<file path="src/rtl/lcd_hd44780_responder.sv">
// HD44780-compatible display-side bus responder: samples the master's E/RS/RW/DB
// bus in the clk domain, executes the instruction set against a 2x16 DDRAM and
// returns status/data on reads. A registered read port feeds a character renderer.
module lcd_hd44780_responder #(
    parameter int BUSY_CYCLES  = 50,
    parameter int CLEAR_CYCLES = 2000
) (
    input  logic       clk,
    input  logic       rst,
    input  logic       lcd_en,
    input  logic       lcd_rs,
    input  logic       lcd_rw,
    input  logic [7:0] lcd_db_in,
    output logic [7:0] lcd_db_out,
    output logic       lcd_db_oe,
    output logic       busy,
    output logic [6:0] ac,
    output logic       disp_on,
    output logic       cursor_on,
    output logic       blink_on,
    output logic       entry_inc,
    output logic       entry_shift,
    output logic       busy_viol,
    output logic       mode_err,
    input  logic [4:0] rd_addr,
    output logic [7:0] rd_char
);

    localparam int MAX_CYCLES = (CLEAR_CYCLES > BUSY_CYCLES) ? CLEAR_CYCLES : BUSY_CYCLES;
    localparam int CNT_W      = $clog2(MAX_CYCLES + 1);

    // Bus synchronizers; en_prev_q holds the previous synced E for edge detection
    logic       en_s1_q, en_s2_q, en_prev_q;
    logic       rs_s1_q, rs_s2_q, rw_s1_q, rw_s2_q;
    logic [7:0] db_s1_q, db_s2_q;

    // Architectural state
    logic [6:0]       ac_q, ac_d;
    logic             disp_q, disp_d, cur_q, cur_d, blink_q, blink_d;
    logic             inc_q, inc_d, shift_q, shift_d;
    logic             merr_q, merr_d, viol_q, viol_d;
    logic [CNT_W-1:0] cnt_q, cnt_d;
    logic [7:0]       ddram_q [32];
    logic [7:0]       rd_char_q;

    logic       strobe, is_status, ac_visible, wr_en, clr_all;
    logic [4:0] wr_idx;

    // Address counter step with the two-line wrap points (0x27<->0x40, 0x67<->0x00)
    function automatic logic [6:0] ac_step(input logic [6:0] a, input logic up);
        logic [6:0] r;
        if (up) begin
            if (a == 7'h27)                    r = 7'h40;
            else if (a == 7'h67 || a == 7'h7F) r = 7'h00;
            else                               r = a + 7'd1;
        end else begin
            if (a == 7'h00)      r = 7'h67;
            else if (a == 7'h40) r = 7'h27;
            else                 r = a - 7'd1;
        end
        return r;
    endfunction

    assign strobe     = en_prev_q & ~en_s2_q;
    assign is_status  = ~rs_s2_q & rw_s2_q;
    assign busy       = (cnt_q != '0);
    assign ac_visible = (ac_q[5:4] == 2'b00);
    assign wr_idx     = {ac_q[6], ac_q[3:0]};

    // Synchronize the asynchronous bus into clk
    always_ff @(posedge clk or posedge rst) begin
        if (rst) begin
            en_s1_q   <= 1'b0;
            en_s2_q   <= 1'b0;
            en_prev_q <= 1'b0;
            rs_s1_q   <= 1'b0;
            rs_s2_q   <= 1'b0;
            rw_s1_q   <= 1'b0;
            rw_s2_q   <= 1'b0;
            db_s1_q   <= 8'h00;
            db_s2_q   <= 8'h00;
        end else begin
            en_s1_q   <= lcd_en;
            en_s2_q   <= en_s1_q;
            en_prev_q <= en_s2_q;
            rs_s1_q   <= lcd_rs;
            rs_s2_q   <= rs_s1_q;
            rw_s1_q   <= lcd_rw;
            rw_s2_q   <= rw_s1_q;
            db_s1_q   <= lcd_db_in;
            db_s2_q   <= db_s1_q;
        end
    end

    // Decode a completed strobe into next state; busy gates everything but status reads
    always_comb begin
        ac_d    = ac_q;
        disp_d  = disp_q;
        cur_d   = cur_q;
        blink_d = blink_q;
        inc_d   = inc_q;
        shift_d = shift_q;
        merr_d  = merr_q;
        viol_d  = 1'b0;
        wr_en   = 1'b0;
        clr_all = 1'b0;
        cnt_d   = busy ? (cnt_q - CNT_W'(1)) : cnt_q;
        if (strobe && !is_status) begin
            if (busy) begin
                viol_d = 1'b1;
            end else if (!rs_s2_q) begin
                cnt_d = CNT_W'(BUSY_CYCLES);
                casez (db_s2_q)
                    8'b1???????: ac_d = db_s2_q[6:0];
                    8'b01??????: ;
                    8'b001?????: if (!db_s2_q[4]) merr_d = 1'b1;
                    8'b0001????: if (!db_s2_q[3]) ac_d = ac_step(ac_q, db_s2_q[2]);
                    8'b00001???: begin
                        disp_d  = db_s2_q[2];
                        cur_d   = db_s2_q[1];
                        blink_d = db_s2_q[0];
                    end
                    8'b000001??: begin
                        inc_d   = db_s2_q[1];
                        shift_d = db_s2_q[0];
                    end
                    8'b0000001?: begin
                        ac_d  = 7'h00;
                        cnt_d = CNT_W'(CLEAR_CYCLES);
                    end
                    8'b00000001: begin
                        clr_all = 1'b1;
                        ac_d    = 7'h00;
                        inc_d   = 1'b1;
                        cnt_d   = CNT_W'(CLEAR_CYCLES);
                    end
                    default: cnt_d = cnt_q;  // 0x00 no-op leaves the counter idle
                endcase
            end else begin
                // Data write lands only on visible cells; both write and read step ac
                wr_en = ~rw_s2_q & ac_visible;
                ac_d  = ac_step(ac_q, inc_q);
                cnt_d = CNT_W'(BUSY_CYCLES);
            end
        end
    end

    // Register architectural state
    always_ff @(posedge clk or posedge rst) begin
        if (rst) begin
            ac_q    <= 7'h00;
            disp_q  <= 1'b0;
            cur_q   <= 1'b0;
            blink_q <= 1'b0;
            inc_q   <= 1'b1;
            shift_q <= 1'b0;
            merr_q  <= 1'b0;
            viol_q  <= 1'b0;
            cnt_q   <= '0;
        end else begin
            ac_q    <= ac_d;
            disp_q  <= disp_d;
            cur_q   <= cur_d;
            blink_q <= blink_d;
            inc_q   <= inc_d;
            shift_q <= shift_d;
            merr_q  <= merr_d;
            viol_q  <= viol_d;
            cnt_q   <= cnt_d;
        end
    end

    // DDRAM held in flops so clear display can blank every cell in one cycle
    always_ff @(posedge clk or posedge rst) begin
        if (rst) begin
            for (int i = 0; i < 32; i++) ddram_q[i] <= 8'h20;
        end else if (clr_all) begin
            for (int i = 0; i < 32; i++) ddram_q[i] <= 8'h20;
        end else if (wr_en) begin
            ddram_q[wr_idx] <= db_s2_q;
        end
    end

    // Renderer read port: registered, returns pre-write contents on a same-cycle write
    always_ff @(posedge clk or posedge rst) begin
        if (rst) rd_char_q <= 8'h20;
        else     rd_char_q <= ddram_q[rd_addr];
    end

    // Bus read data follows the synchronized E/RW/RS
    always_comb begin
        lcd_db_out = 8'h00;
        if (en_s2_q && rw_s2_q) begin
            if (!rs_s2_q)        lcd_db_out = {busy, ac_q};
            else if (ac_visible) lcd_db_out = ddram_q[wr_idx];
            else                 lcd_db_out = 8'h20;
        end
    end

    assign lcd_db_oe   = en_s2_q & rw_s2_q;
    assign ac          = ac_q;
    assign disp_on     = disp_q;
    assign cursor_on   = cur_q;
    assign blink_on    = blink_q;
    assign entry_inc   = inc_q;
    assign entry_shift = shift_q;
    assign busy_viol   = viol_q;
    assign mode_err    = merr_q;
    assign rd_char     = rd_char_q;

endmodule
</file>
<file path="config.mk">
export PLATFORM = sky130hd
export DESIGN_NAME = lcd_hd44780_responder
export DESIGN_NICKNAME = d
export VERILOG_FILES = /design/src/rtl/lcd_hd44780_responder.sv
export SDC_FILE = /design/constraint.sdc
export NUM_CORES = 1
export LEC_CHECK = 0
export CAP_MARGIN = 40
export CELL_PAD_IN_SITES_DETAIL_PLACEMENT = 1
export CELL_PAD_IN_SITES_GLOBAL_PLACEMENT = 1
export CORE_UTILIZATION = 55
export DETAILED_ROUTE_END_ITERATION = 12
export GPL_TIMING_DRIVEN = 0
export PLACE_DENSITY_LB_ADDON = 0.05
export SLEW_MARGIN = 25
export SYNTH_ARGS = -nofsm -noshare
export SYNTH_HDL_FRONTEND = slang
export SYNTH_SLANG_ARGS = --single-unit
</file>
<file path="constraint.sdc">
create_clock -name clk -period 28 [get_ports clk]
set_clock_uncertainty 0.05 [all_clocks]
set_input_delay 5.6 -clock clk [delete_from_list [all_inputs] [get_ports clk]]
set_output_delay 5.6 -clock clk [all_outputs]
set_load 0.05 [all_outputs]
</file>
==> metrics.md <==
| Metric | Value |
|---|---|
| Drt drc | `1` |
| Worst hold path type | `flip-flop to flip-flop` |
| Post-Syn Area | `16800 µm²` |
| Reg area | `7850 µm²` |
| Initial core utilization | `56.3%` |
| Slew @ Worst Pin | `0.855 ns` |
| CTS buffer count | `35` |
| Critical path class | `flip-flop to output port` |
| Clk pin slew, worst setup/hold paths | `0.06 ns` |
| Post-Syn Area per Cell | `12.4 µm²` |
| Commonest cells in the netlist | `278 x dfrtp_1, 140 x mux4_2, 118 x a22o_1` |
| Via count | `14100` |
| Max-slew violations | `0` |
| # rows | `63` |
| Violated checks | `DRC` |
| Yosys top cell by area | `dfrtp_1` |
| CP max stage cell | `clkdlybuf4s50_1` |
| Final hold vios | `0` |
| Quantity of gates resized following cts | `0` |
| FILL cells | `2902` |
| Crit path arrival time | `4.58 ns` |
| # port buffers | `44` |
| Core area | `29800 µm²` |
| Finished Core Util | `64.6%` |
| Crit path launch type | `flip-flop` |
| Main flop type after synthesis | `dfrtp_1` |
| Drt wl/cell | `36.3 µm` |
| Leakage | `8.05 nW` |
| Hold buffer count at cts | `0` |
| Pin count of the biggest net entering global routing | `90` |
| Post-Route WL | `68200 µm` |
| Total GRT Usage | `45.2%` |
| Synth Instances | `1357` |
| Skew-Pair Late Insertion Delay | `0.55 ns` |
| Yosys Warn Count | `0` |
| IO Count | `50` |
| Final setup fails | `0` |
| Area taken by multi-input logic gates | `8340 µm²` |
| Diodes inserted | `0` |
| #FFs+latches synth | `312` |
| Fraction of registers with async set/reset | `100%` |
| DR pass1 iterations | `11` |
| Vias per inst | `7.51` |
| Die width | `177 µm` |
| Total grt overflow | `0` |
| Post-synthesis sequential area ratio | `46.8%` |
| Power density cells | `62.2 nW/µm²` |
| DR iter-0 viols | `1775` |
| TritonCTS clock tree | `yes` |
| Tcrit/Tclk final | `36.5%` |
| Crit. End Element | `output port` |
| First-pass GRT wire length | `100000 µm` |
| H-tree Lvls | `2` |
| Setup bufs post-CTS | `0` |
| RSZ-0062 raised after global routing | `no` |
| Clock root cell | `clkbuf_16` |
| Initial antenna violation count | `0` |
| Post-Syn Nets | `1382` |
| Slew HR | `43.0%` |
| Number of global-route vias before repair | `14700` |
| Die area | `31200 µm²` |
| Tmin final | `10.23 ns` |
| Clock Sinks | `312` |
| Dpl hpwl | `47600 µm` |
| Critical Path Max Stage Delay | `0.88 ns` |
| Net count, final | `1489` |
| Max Cap Viol | `0` |
| Worst EP required | `22.35 ns` |
| Count leader, synth | `dfrtp_1` |
| Crit-path max FO | `7` |
| Area share of the largest cell type after synthesis | `41.5%` |
| Post-synth EDFFs | `0` |
| Outcome | `finished with violations` |
| Die height | `177 µm` |
| Area Overhead vs Synth | `14.7%` |
| Placer Congestion | `1.01` |
| Area contributors post-synth | `dfrtp_1 41%, mux4_2 19%, a22o_1 6.2%` |
| Layout cells sized above 1 | `25.2%` |
| Library cells used by synthesis | `68` |
| ANT nets after route | `0` |
| CTS max path bufs | `3` |
| Setup TNS | `0 ns` |
| Worst vdd rail ir drop | `0.0000585 V` |
| Critical path, cell by cell | `clkbuf_1 > buf_6 > clkbuf_1 > buf_6 > mux4_2 > mux2i_1 > o22ai_1 > nor3_1 > a211oi_1 > clkdlybuf4s50_1` |
| Achievable Freq | `97.8 MHz` |
layer usage:
metal	GRT usage, %	share of wire [%]	vias to the layer above
met3	13.2	12	299
met2	66.5	44	1026
li1	-	-	5470
met5	0	0	-
met1	58.4	36	7309
met4	30.2	7.9	0
worst max-delay path: cells and delay by family (launching register included):
family | cells | cell delay (ns)
compound gates | 2 | 0.76
simple gates | 1 | 0.11
flops | 1 | 0.52
buf+inv | 5 | 2.31
mux | 2 | 0.36
worst paths after layout:
check | from | end | slack, ns | cells past startpoint
max | ac[1] | lcd_db_out[2] | 17.77 | 10
min | db_s1_q[5] | db_s2_q[5] | 0.30 | 0
max reg2reg | ac[1] | ddram_q[218] | 24.15 | 11
min reg2reg | db_s1_q[5] | db_s2_q[5] | 0.30 | 0
max in group asynchronous | rst | ddram_q[158] | 21.24 | 4
min in group asynchronous | rst | db_s1_q[3] | 5.46 | 2
sequential cells by signal, summed over array words and instances (netlist names), 7 cells and up:
| name | cells |
|---|---|
| db_s2_q | 8 |
| ac | 7 |
| rd_char | 8 |
| ddram_q | 256 |
| db_s1_q | 8 |
| cnt_q | 11 |
layout by cell type (no fill, tap or decap), types with 7 or more instances in the layout:
cell and instances:
nor2_1 75, o21a_1 35, nand2_1 89, nand3_1 55
nor2_2 41, inv_1 10, buf_1 8, o21ai_0 56
o22a_1 64, ha_1 7, dfrtp_1 278, buf_2 17
o22ai_1 17, a211oi_1 8, a21oi_1 28, clkbuf_1 77
dfstp_2 34, clkdlybuf4s50_1 44, mux2i_1 30, clkbuf_16 36
mux4_2 140, nor2_4 9, buf_6 34, a22o_1 118
nor3_1 51, mux2_2 18
per-stage QoR:
stage | std cells | hold WS (ns) | worst slack, ns | power [W] | cell area [µm²]
floorplan | 1357 | 0.281 | 13.78 | 0.000624 | 16800
global placement | 1791 | 0.282 | 9.87 | 0.000695 | 17700
detailed placement | 1809 | 0.286 | 18.07 | 0.000705 | 18000
CTS | 1870 | 0.306 | 17.51 | 0.00119 | 19200
global route | 1878 | 0.310 | 17.72 | 0.00122 | 19200
finish | 1878 | 0.302 | 17.77 | 0.00120 | 19200
where the power goes:
group	switching, W	internal [W]	total [W]	leakage, nW
combinational	0.000159	0.0000747	0.000234	3.32
clock	0.000200	0.000287	0.000487	0.573
sequential	0.0000119	0.000464	0.000476	4.16
total	0.000371	0.000825	0.00120	8.05
cell families (layout without fill, tap and decap cells):
kind of cell / count (synthesis) / after routing / synth area share, %
xor gates and xnor gates: 6 / 6 / 0.313
muxes: 188 / 188 / 21.8
and+or+nand+nor: 366 / 366 / 11.3
adders and majority gates: 7 / 7 / 0.522
AOI/OAI and AO/OA: 351 / 351 / 15.7
buffers and inverters: 127 / 258 / 3.52
DFF: 312 / 312 / 46.8
cell type report:
type                       instances  share of cell area, %
buffer                           113                   2.83
clock inverter                    12                  0.936
clock buffer                      49                   5.19
multi-input combinational        918                   43.3
tap                              390                   2.54
inverter                          14                  0.312
timing repair buffer              70                   4.06
sequential                       312                   40.8
Power figures use the tool's default switching activity.
